[config.mk]
export PLATFORM = sky130hd
export DESIGN_NAME = mips32_prog_loader_flat
export DESIGN_NICKNAME = d
export VERILOG_FILES = /design/src/rtl/mips32_isa_pkg.sv /design/src/rtl/mips32_prog_loader_if.sv /design/src/rtl/mips32_instr_encoder.sv /design/src/rtl/mips32_prog_loader.sv /design/src/flat_wrapper.sv
export SDC_FILE = /design/constraint.sdc
export NUM_CORES = 1
export LEC_CHECK = 0
export CORE_UTILIZATION = 45
export CTS_CLUSTER_DIAMETER = 30
export DETAILED_ROUTE_END_ITERATION = 10
export PLACE_DENSITY = 0.85
export SLEW_MARGIN = 15
export SYNTH_ARGS = -nofsm -noshare
export SYNTH_HDL_FRONTEND = slang
export SYNTH_SLANG_ARGS = --single-unit
[constraint.sdc]
create_clock -name clk -period 2.75 [get_ports clk]
set_input_delay 0.825 -clock clk [delete_from_list [all_inputs] [get_ports clk]]
set_output_delay 0.825 -clock clk [all_outputs]
set_load 0.1 [all_outputs]
[src/rtl/mips32_isa_pkg.sv]
// Shared MIPS32 ISA definitions: opcodes, opcode classes, loader states and
// error codes. Used by the program loader and by the pipelined core.
package mips32_isa_pkg;

  // Opcodes
  localparam logic [5:0] OP_ADD   = 6'h00;
  localparam logic [5:0] OP_SUB   = 6'h01;
  localparam logic [5:0] OP_AND   = 6'h02;
  localparam logic [5:0] OP_OR    = 6'h03;
  localparam logic [5:0] OP_SLT   = 6'h04;
  localparam logic [5:0] OP_MUL   = 6'h05;
  localparam logic [5:0] OP_LW    = 6'h08;
  localparam logic [5:0] OP_SW    = 6'h09;
  localparam logic [5:0] OP_ADDI  = 6'h0A;
  localparam logic [5:0] OP_SUBI  = 6'h0B;
  localparam logic [5:0] OP_SLTI  = 6'h0C;
  localparam logic [5:0] OP_BNEQZ = 6'h0D;
  localparam logic [5:0] OP_BEQZ  = 6'h0E;
  localparam logic [5:0] OP_HLT   = 6'h3F;

  // Instruction classes, which select the word layout
  typedef enum logic [2:0] {
    CLS_R   = 3'd0,
    CLS_I   = 3'd1,
    CLS_BR  = 3'd2,
    CLS_HLT = 3'd3,
    CLS_BAD = 3'd4
  } op_class_t;

  // Loader session states
  typedef enum logic [1:0] {
    ST_IDLE = 2'd0,
    ST_LOAD = 2'd1,
    ST_DONE = 2'd2,
    ST_ERR  = 2'd3
  } loader_state_t;

  // Abort reasons reported on err_code
  localparam logic [1:0] ERR_NONE     = 2'b00;
  localparam logic [1:0] ERR_OPCODE   = 2'b01;
  localparam logic [1:0] ERR_OVERFLOW = 2'b10;

  // Map an opcode to its encoding class; unknown opcodes are CLS_BAD
  function automatic op_class_t op_class(input logic [5:0] op);
    op_class_t cls;
    case (op)
      OP_ADD, OP_SUB, OP_AND, OP_OR, OP_SLT, OP_MUL: cls = CLS_R;
      OP_LW, OP_SW, OP_ADDI, OP_SUBI, OP_SLTI:       cls = CLS_I;
      OP_BNEQZ, OP_BEQZ:                             cls = CLS_BR;
      OP_HLT:                                        cls = CLS_HLT;
      default:                                       cls = CLS_BAD;
    endcase
    return cls;
  endfunction

endpackage

[src/rtl/mips32_prog_loader_if.sv]
// Instruction-field stream into the program loader.
// Handshake: the master holds valid and all fields stable while valid is
// high; a transfer happens on every rising clk edge where valid && ready,
// one instruction per cycle sustained. ready never depends on valid.
interface mips32_prog_loader_if #(
  parameter int ADDR_W = 10
) ();
  logic              valid;
  logic              ready;
  logic [5:0]        op;
  logic [4:0]        rs;
  logic [4:0]        rt;
  logic [4:0]        rd;
  logic [15:0]       imm;
  logic [ADDR_W-1:0] target;

  modport master (output valid, op, rs, rt, rd, imm, target, input ready);
  modport slave  (input valid, op, rs, rt, rd, imm, target, output ready);
endinterface

[src/rtl/mips32_instr_encoder.sv]
// Combinational instruction encoder: builds the 32-bit word for the current
// fields at write pointer ptr_i and flags opcodes outside the ISA.
// Branch offsets are relative to ptr_i+1; ADDR_W must be at most 15 so the
// signed offset fits the 16-bit field.
module mips32_instr_encoder
  import mips32_isa_pkg::*;
#(
  parameter int ADDR_W = 10
) (
  input  logic [5:0]        op_i,
  input  logic [4:0]        rs_i,
  input  logic [4:0]        rt_i,
  input  logic [4:0]        rd_i,
  input  logic [15:0]       imm_i,
  input  logic [ADDR_W-1:0] target_i,
  input  logic [ADDR_W-1:0] ptr_i,
  output logic [31:0]       word_o,
  output logic              invalid_o
);

  localparam logic [ADDR_W:0] ONE_W = {{ADDR_W{1'b0}}, 1'b1};

  logic [ADDR_W:0] off_raw;
  logic [15:0]     off_ext;

  // Signed branch offset, one bit wider than the address so ptr+1 never wraps
  always_comb begin
    off_raw = {1'b0, target_i} - ({1'b0, ptr_i} + ONE_W);
    off_ext = 16'($signed(off_raw));
  end

  // Select the word layout by opcode class
  always_comb begin
    word_o    = '0;
    invalid_o = 1'b0;
    case (op_class(op_i))
      CLS_R:   word_o = {op_i, rs_i, rt_i, rd_i, 11'b0};
      CLS_I:   word_o = {op_i, rs_i, rt_i, imm_i};
      CLS_BR:  word_o = {op_i, rs_i, 5'b0, off_ext};
      CLS_HLT: word_o = {OP_HLT, 26'b0};
      default: invalid_o = 1'b1;
    endcase
  end

endmodule

[src/rtl/mips32_prog_loader.sv]
// Program loader: accepts instruction fields, encodes them and writes them
// to consecutive word addresses from base_addr_i until HLT, an invalid
// opcode or the top of memory ends the session.
module mips32_prog_loader
  import mips32_isa_pkg::*;
#(
  parameter int ADDR_W = 10
) (
  input  logic                clk,
  input  logic                rst,
  input  logic                start_i,
  input  logic [ADDR_W-1:0]   base_addr_i,
  mips32_prog_loader_if.slave in_if,
  output logic                mem_we_o,
  output logic [ADDR_W-1:0]   mem_addr_o,
  output logic [31:0]         mem_wdata_o,
  output logic                busy_o,
  output logic                done_o,
  output logic                err_o,
  output logic [1:0]          err_code_o,
  output logic [ADDR_W:0]     word_count_o,
  output loader_state_t       state_o
);

  localparam logic [ADDR_W-1:0] LAST_ADDR = '1;
  localparam logic [ADDR_W-1:0] PTR_ONE   = {{(ADDR_W-1){1'b0}}, 1'b1};
  localparam logic [ADDR_W:0]   CNT_ONE   = {{ADDR_W{1'b0}}, 1'b1};

  loader_state_t     state_q;
  logic [ADDR_W-1:0] ptr_q, ptr_d;
  logic [ADDR_W:0]   count_q, count_d;
  logic              mem_we_q;
  logic [ADDR_W-1:0] mem_addr_q;
  logic [31:0]       mem_wdata_q;
  logic              done_q;
  logic              err_q;
  logic [1:0]        err_code_q;

  logic [31:0]       enc_word;
  logic              enc_invalid;
  logic              is_hlt;
  logic              at_last;

  mips32_instr_encoder #(.ADDR_W(ADDR_W)) u_enc (
    .op_i      (in_if.op),
    .rs_i      (in_if.rs),
    .rt_i      (in_if.rt),
    .rd_i      (in_if.rd),
    .imm_i     (in_if.imm),
    .target_i  (in_if.target),
    .ptr_i     (ptr_q),
    .word_o    (enc_word),
    .invalid_o (enc_invalid)
  );

  // Next pointer/count values and transfer qualifiers
  always_comb begin
    ptr_d   = ptr_q + PTR_ONE;
    count_d = count_q + CNT_ONE;
    is_hlt  = (in_if.op == OP_HLT);
    at_last = (ptr_q == LAST_ADDR);
  end

  // Session FSM with registered memory-write and status outputs
  always_ff @(posedge clk or posedge rst) begin
    if (rst) begin
      state_q     <= ST_IDLE;
      ptr_q       <= '0;
      count_q     <= '0;
      mem_we_q    <= 1'b0;
      mem_addr_q  <= '0;
      mem_wdata_q <= '0;
      done_q      <= 1'b0;
      err_q       <= 1'b0;
      err_code_q  <= ERR_NONE;
    end else begin
      mem_we_q <= 1'b0;
      case (state_q)
        ST_IDLE, ST_DONE, ST_ERR: begin
          if (start_i) begin
            state_q    <= ST_LOAD;
            ptr_q      <= base_addr_i;
            count_q    <= '0;
            done_q     <= 1'b0;
            err_q      <= 1'b0;
            err_code_q <= ERR_NONE;
          end
        end
        ST_LOAD: begin
          // ready is high throughout LOAD, so valid alone marks a transfer
          if (in_if.valid) begin
            if (enc_invalid) begin
              state_q    <= ST_ERR;
              err_q      <= 1'b1;
              err_code_q <= ERR_OPCODE;
            end else begin
              mem_we_q    <= 1'b1;
              mem_addr_q  <= ptr_q;
              mem_wdata_q <= enc_word;
              count_q     <= count_d;
              // The pointer saturates at the top of memory instead of wrapping
              if (!at_last) begin
                ptr_q <= ptr_d;
              end
              if (is_hlt) begin
                state_q <= ST_DONE;
                done_q  <= 1'b1;
              end else if (at_last) begin
                state_q    <= ST_ERR;
                err_q      <= 1'b1;
                err_code_q <= ERR_OVERFLOW;
              end
            end
          end
        end
        default: state_q <= ST_IDLE;
      endcase
    end
  end

  assign in_if.ready  = (state_q == ST_LOAD);
  assign busy_o       = (state_q == ST_LOAD);
  assign mem_we_o     = mem_we_q;
  assign mem_addr_o   = mem_addr_q;
  assign mem_wdata_o  = mem_wdata_q;
  assign done_o       = done_q;
  assign err_o        = err_q;
  assign err_code_o   = err_code_q;
  assign word_count_o = count_q;
  assign state_o      = state_q;

endmodule

[src/flat_wrapper.sv]
// flat-port wrapper written by rule: the top's interface ports become plain ports
module mips32_prog_loader_flat import mips32_isa_pkg::*;
#(
  parameter int ADDR_W = 10
)
  (clk, rst, start_i, base_addr_i, mem_we_o, mem_addr_o, mem_wdata_o, busy_o, done_o, err_o, err_code_o, word_count_o, state_o, in_if_valid, in_if_op, in_if_rs, in_if_rt, in_if_rd, in_if_imm, in_if_target, in_if_ready);
  mips32_prog_loader_if #(.ADDR_W(ADDR_W)) in_if_i ();
  input  logic clk;
  input  logic rst;
  input  logic start_i;
  input  logic [ADDR_W-1:0] base_addr_i;
  output logic mem_we_o;
  output logic [ADDR_W-1:0] mem_addr_o;
  output logic [31:0] mem_wdata_o;
  output logic busy_o;
  output logic done_o;
  output logic err_o;
  output logic [1:0] err_code_o;
  output logic [ADDR_W:0] word_count_o;
  output loader_state_t state_o;
  input wire logic [$bits(in_if_i.valid)-1:0] in_if_valid;
  input wire logic [$bits(in_if_i.op)-1:0] in_if_op;
  input wire logic [$bits(in_if_i.rs)-1:0] in_if_rs;
  input wire logic [$bits(in_if_i.rt)-1:0] in_if_rt;
  input wire logic [$bits(in_if_i.rd)-1:0] in_if_rd;
  input wire logic [$bits(in_if_i.imm)-1:0] in_if_imm;
  input wire logic [$bits(in_if_i.target)-1:0] in_if_target;
  output wire logic [$bits(in_if_i.ready)-1:0] in_if_ready;
  assign in_if_i.valid = in_if_valid;
  assign in_if_i.op = in_if_op;
  assign in_if_i.rs = in_if_rs;
  assign in_if_i.rt = in_if_rt;
  assign in_if_i.rd = in_if_rd;
  assign in_if_i.imm = in_if_imm;
  assign in_if_i.target = in_if_target;
  assign in_if_ready = in_if_i.ready;
  mips32_prog_loader #(.ADDR_W(ADDR_W)) u_core (.clk(clk), .rst(rst), .start_i(start_i), .base_addr_i(base_addr_i), .in_if(in_if_i), .mem_we_o(mem_we_o), .mem_addr_o(mem_addr_o), .mem_wdata_o(mem_wdata_o), .busy_o(busy_o), .done_o(done_o), .err_o(err_o), .err_code_o(err_code_o), .word_count_o(word_count_o), .state_o(state_o));
endmodule
* Yosys cells after proc, flatten, opt, wreduce, memory -nomap -nowiden
Memory sizes are Yosys's and may differ from the RTL's. Cells that the tools add are included. W data, S select, Z words.
Word-level totals: register bits after elaboration 70, latch bits 0, bits in writable memories 0, memory bits (read-only) 192, input port bits 61, output and inout bits 62, logic and storage cells 75, memories kept 1
Memories:
- (name not given) | depth 64, bits a word 3, read ports 1, clocked after Yosys merged registers in 0, wr ports 0, line mips32_isa_pkg.sv:46 | case (op)
Cells by class: add/sub/neg operators 4, $mul 0, div/mod/pow operators 0, $lt $le $gt $ge 0, equality and inequality tests 16, shift-type cells 0, muxes and demuxes 35, bitwise operators 0, reduce and logical (&&, ||, !) cells 10
Operator list (number):
- $pmux W32 S4 | 1
- $mux W10 | 4
- $mux W11 | 3
- $pmux W11 S2 | 1
- $mux W2 | 10
- $pmux W10 S2 | 1
- $reduce_and A4 Y1 | 3
- $add A10 B1 Y11 const B | 1
- $add A11 B1 Y11 const B | 1
- $mux W1 | 11
- $sub A10 B11 Y11 | 1
- $add A10 B1 Y10 const B | 1
- $eq A10 B10 Y1 const B | 1
- $reduce_and A3 Y1 | 3
- $pmux W2 S2 | 2
- $eq A3 B2 Y1 const B | 2
- $eq A6 B6 Y1 const B | 1
- $ne A2 B2 Y1 const B | 3
- $eq A2 B2 Y1 const B | 2
- $ne A2 B1 Y1 const B | 2
- $ne A4 B2 Y1 const B | 1
- $pmux W1 S2 | 2
- $reduce_or A4 Y1 | 1
- $eq A3 B1 Y1 const B | 1
- 6 further kinds | 6

* Logic depth before layout (Yosys ltp)
word-level depth 6, mapped depth 10

* Cells and area by module
From an unflattened synthesis, not the netlist that was laid out.
Unflattened totals: cells, all modules 393, area, all modules 4000.1 µm²
By module, submodules not included:
- mips32_prog_loader | instances 1, cells each 251, area an instance 3049.2 µm², sequential area each 1751.7 µm²
- mips32_instr_encoder | instances 1, cells each 142, area an instance 950.9 µm², sequential area each 0.0 µm²

* Worst setup path before layout
OpenSTA, ideal clock, no wires.
path kind register to output, start register u_core.state_q[0], in the netlist u_core.state_o[0], end output port in_if_ready, arrival time 2866 ps, data required time 1925 ps, slack -941 ps, cell stages (with the launch flop) 6, path buffers 3, path through dfrtp_1 nand2b_1 clkbuf_1 inv_1 clkbuf_1 buf_4
On the way: longest elaborated chain between the ends 1
Ends and longest elaborated chain:
- from (decl) | line mips32_prog_loader.sv:29 | loader_state_t state_q;
- from (signal assigned) | line mips32_prog_loader.sv:67 | state_q <= ST_IDLE;
- from (signal assigned) | line mips32_prog_loader.sv:81 | state_q <= ST_LOAD;
- from (signal assigned) | line mips32_prog_loader.sv:93 | state_q <= ST_ERR;
- $eq A2 B1 Y1
- to (decl) | line flat_wrapper.sv:28 | output wire logic [$bits(in_if_i.ready)-1:0] in_if_ready;
Every way passes these cells.

* Worst setup path after layout
start input port in_if_op[0], end register u_core.count_q[3], in the netlist u_core.word_count_o[3]
On the way: longest elaborated chain between the ends 5, elaborated cells between the ends (all ways) 8, classes of those cells eq/ne (4); reduce/logical (3); memory (1)
Ends and longest elaborated chain:
- from (decl) | line flat_wrapper.sv:22 | input wire logic [$bits(in_if_i.op)-1:0] in_if_op;
- $mem_v2 Z64 W3 *
- $eq A3 B2 Y1, or another cell as far along | line mips32_instr_encoder.sv:36 | case (op_class(op_i))
- $reduce_or A4 Y1 (no line) *
- $ne A2 B2 Y1 (no line) *
- $reduce_and A3 Y1 (no line) *
- to (signal assigned) | line mips32_prog_loader.sv:100 | count_q <= count_d;
- to (decl) | line mips32_prog_loader.sv:31 | logic [ADDR_W:0] count_q, count_d;
Mark *: on every way between the ends. The rest lies on a longest branch, timed or not. A chain may end at the register's enable or synchronous reset.

==> results.txt <==
----------------------------------------------------
[Run status]
  Outcome ... complete, no violations

[Drt]
  Vias/cell ... 5.699
  DRC ... 0
  Per-cell routed wire length ... 16.93 µm
  Initial drt markers ... 223
  Total via count in the routed design ... 3932
  Post-route ant nets ... 0
  First-pass iteration count of the detailed router ... 6
  WL final ... 11.68 mm

[Synth]
  Dominant cell type by area after synthesis ... sky130_fd_sc_hd__dfrtp_1
  Yosys top cell area share ... 0.4717
  Count of flip-flops with a built-in enable after synthesis ... 0
  Async set-reset flop share out of synthesis ... 1.000
  Cell types occupying the most area after synthesis ... sky130_fd_sc_hd__dfrtp_1 47%, sky130_fd_sc_hd__nand2_1 5.9%, sky130_fd_sc_hd__nor2_1 4.9%
  Area fraction in compound gates after synthesis ... 0.1883
  Avg Cell Area, Syn ... 8.948 µm²
  Synthesis-stage register bit count ... 70
  Post-Synth XOR/XNOR Area ... 0.03066
  Largest family of logic cells by synthesized area ... simple AND/OR/NAND/NOR gates
  Synthesized-area fraction occupied by adder cells ... 0.05256
  Leading register cell type out of synthesis ... sky130_fd_sc_hd__dfrtp_1
  Simple-gate share of the synthesized area ... 0.2099
  Fraction of the yosys area taken by sequential cells ... 0.4717
  Mux cell area share after synthesis ... 0.003032
  Cell variety after synth ... 51
  Cell area after synthesis ... 0.003714 mm²
  Count of synthesis-stage warnings from yosys ... 0
  Number of instances in the synthesized netlist ... 415
  Synthesized net count ... 491

[STA]
  Clock skew ... 0.01197 ns
  Tcrit/Tclk final ... 0.9861
  Slew headroom ... 0.7116
  Setup repair after global routing missed its margin ... true
  Fmax achieved ... 368.8 MHz
  Hold Violations, Final ... 0
  Actual slew at the worst max-slew pin ... 0.4316 ns
  Pins over their slew limit ... 0
  Count of endpoints failing setup in the final report ... 0
  Final period demand of the worst path ... 2.712 ns
  Total negative slack ... 0 ns

[Cells and area]
  Share of the core filled with cells in the final layout ... 0.7105
  Highest-count cells in the layout ignoring fill and taps ... 109 x sky130_fd_sc_hd__buf_4, 68 x sky130_fd_sc_hd__dfrtp_1, 59 x sky130_fd_sc_hd__clkdlybuf4s50_1
  Nets ... 659
  Antenna fix cells ... 0
  Most common library cell in the layout ignoring fill and taps ... sky130_fd_sc_hd__buf_4
  Final cell count without fillers ... 690
  Ratio of cells with drive above 1 in the final layout ... 0.2687
  Area growth from synthesis to layout ... 50.13%

[Pwr]
  Fraction of power consumed by sequential logic ... 0.258
  Cell Int Power ... 2.699 mW
  Reported leakage power ... 2.645 nW
  Share of power burned in the clock network ... 0.125
  Cell Pwr Density ... 1130 mW/mm²
  Peak supply drop ... 0.0007095 V
  Power Total ... 6.300 mW
  Portion of total power attributed to combinational logic ... 0.618
  Power dissipated by switching net loads ... 3.601 mW
  Switching share of total power ... 0.5717

[Clock tree]
  Clock tree from TritonCTS ... built
  Deepest clock path buffer count ... 2
  Worst-skew pair later-pin latency ... 0.36 ns
  CTS root buffer ... sky130_fd_sc_hd__clkbuf_8
  CTS clock-pin slew for the worst setup and hold paths ... 0.09 ns
  Htree depth ... 3
  TritonCTS Buffers ... 9
  Number of clock sinks seen by CTS ... 70

[Floorplan]
  Initial core utilization ... 0.4732
  Die Wd ... 92.84 µm
  Io pins ... 123
  Height of the die ... 92.84 µm
  Overall die area ... 0.008619 mm²
  Core Footprint ... 0.007848 mm²
  Number of standard-cell rows in the floorplan ... 32

[GRT]
  Initial antenna violation count ... 0
  Largest net degree at the start of global routing ... 71
  Residual overflow from global routing ... 0
  Vias in the first global route ... 3732
  Global Route Usage Sum ... 0.2696
  Global-route wire length before repair ... 18.09 mm

[Job]
  Max cap viols ... 0

[Setup path]
  Endpoint arrival time on the critical path ... 3.00 ns
  Startpoint class of the critical path ... input pin
  CP endpoint kind ... flop
  Worst path required time ... 3.04 ns
  Count of cells along the worst register-to-register path ... 10
  Crit-path max FO ... 7
  Crit path kind ... in -> reg

[Placement]
  Count of input and output buffers ... 122
  Final weighted congestion in routability-driven placement ... 0.8980
  Total instance count after detailed placement ... 670
  Placed wire-length estimate ... 8.452 mm

[Worst hold path]
  Worst hold stages ... 2
  Min-Delay Path Class ... reg -> reg

----------------------------------------------------
[Yosys cell counts (3+ instances only)]
cell / instances
sky130_fd_sc_hd__a21o_1: 6
sky130_fd_sc_hd__a21oi_1: 34
sky130_fd_sc_hd__a221oi_1: 8
sky130_fd_sc_hd__a22o_1: 6
sky130_fd_sc_hd__a31oi_1: 4
sky130_fd_sc_hd__and2_1: 3
sky130_fd_sc_hd__clkbuf_1: 10
sky130_fd_sc_hd__dfrtp_1: 70
sky130_fd_sc_hd__ha_1: 14
sky130_fd_sc_hd__inv_1: 21
sky130_fd_sc_hd__nand2_1: 58
sky130_fd_sc_hd__nand3_1: 24
sky130_fd_sc_hd__nand4_1: 7
sky130_fd_sc_hd__nor2_1: 48
sky130_fd_sc_hd__nor2b_1: 4
sky130_fd_sc_hd__nor3_1: 5
sky130_fd_sc_hd__nor4_1: 5
sky130_fd_sc_hd__o21ai_0: 29
sky130_fd_sc_hd__o22a_1: 5
sky130_fd_sc_hd__or3_1: 4
sky130_fd_sc_hd__xnor2_1: 9
sky130_fd_sc_hd__xor2_1: 4
[layer usage]
layer	GRT usage	share of wire	vias up
met5	0	0	-
met4	0.1282	0.037	0
met3	0.05501	0.059	43
met2	0.4473	0.50	178
met1	0.3349	0.41	1908
li1	-	-	1803
[final timing paths]
| path | start | end | slack (ns) |
|---|---|---|---|
| max | in_if_op[0] | u_core.word_count_o[3]$_DFFE_PP0P_ | 0.04 |
| max reg2reg | u_core.ptr_q[0]$_DFFE_PP0P_ | u_core.mem_wdata_o[14]$_DFFE_PP0P_ | 0.34 |
| min reg2reg | u_core.mem_wdata_o[19]$_DFFE_PP0P_ | u_core.mem_wdata_o[19]$_DFFE_PP0P_ | 0.48 |
| min | u_core.mem_wdata_o[19]$_DFFE_PP0P_ | u_core.mem_wdata_o[19]$_DFFE_PP0P_ | 0.48 |
| max in group asynchronous | rst | u_core.state_o[0]$_DFFE_PP0P_ | 1.58 |
| min in group asynchronous | rst | u_core.mem_wdata_o[0]$_DFFE_PP0P_ | 0.86 |
[cell families (layout without fill, tap and decap cells)]
kind of cell    count (synthesis)  in the layout
compound gates                109            109
xor+xnor                       13             13
fa+ha+maj                      15             15
buf+inv                        38            211
flops                          70             70
mux                             1              1
simple gates                  169            169
[critical path, stage by stage]
cell and delay [ns]:
sky130_fd_sc_hd__clkdlybuf4s50_1 0.49, sky130_fd_sc_hd__ha_2 0.20, sky130_fd_sc_hd__buf_4 0.13, sky130_fd_sc_hd__nand4_1 0.18
sky130_fd_sc_hd__a211oi_4 0.36, sky130_fd_sc_hd__nor2_4 0.12, sky130_fd_sc_hd__buf_6 0.17, sky130_fd_sc_hd__or3_1 0.36
sky130_fd_sc_hd__a21oi_1 0.16
[stage by stage]
step                instance area, µm²  hold slack (ns)  setup slack (ns)
finish                            5575           0.4807           0.03826
global route                      5575           0.5059          -0.03511
CTS                               5441           0.4858           0.01114
detailed placement                5234           0.4656           -0.4748
global placement                  5234           0.4566           -0.3662
floorplan                         3720           0.5201         0.0008018
[area by class of cell]
class / instances / area [µm²]
clock buffer: 9 / 123.9
clock inverter: 7 / 61.31
timing repair buffer: 173 / 1493
fill: 606 / 2272
inverter: 22 / 83.83
sequential: 70 / 1754
multi-input combinational: 307 / 1932
tap: 102 / 127.6
[power groups by stage]
| stage | Sequential, mW | Clock (mW) | Combinational [mW] |
|---|---|---|---|
| after global routing | 1.66 | 0.845 | 4.07 |
| after CTS | 1.61 | 0.798 | 3.84 |
| after floorplan | 3.52 | 0 | 0.926 |
| after detailed placement | 1.63 | 0 | 3.82 |
| final | 1.62 | 0.786 | 3.89 |
| after global placement | 1.61 | 0 | 3.74 |
[registers in the layout, summed over array words and instances, names as in the netlist]
register,cells
u_core.mem_we_o,1
u_core.mem_wdata_o,32
u_core.word_count_o,11
u_core.err_o,1
u_core.mem_addr_o,10
u_core.done_o,1
u_core.ptr_q,10
u_core.state_o,2
u_core.err_code_o,2
[what timing repair did]
item,4_1_cts,5_1_grt
resized for setup,6,21
setup buffers,0,4
hold buffers,0,0
setup endpoints to repair,8,43
pin swaps,0,12
Note: power is estimated with default switching activity, not from simulation.
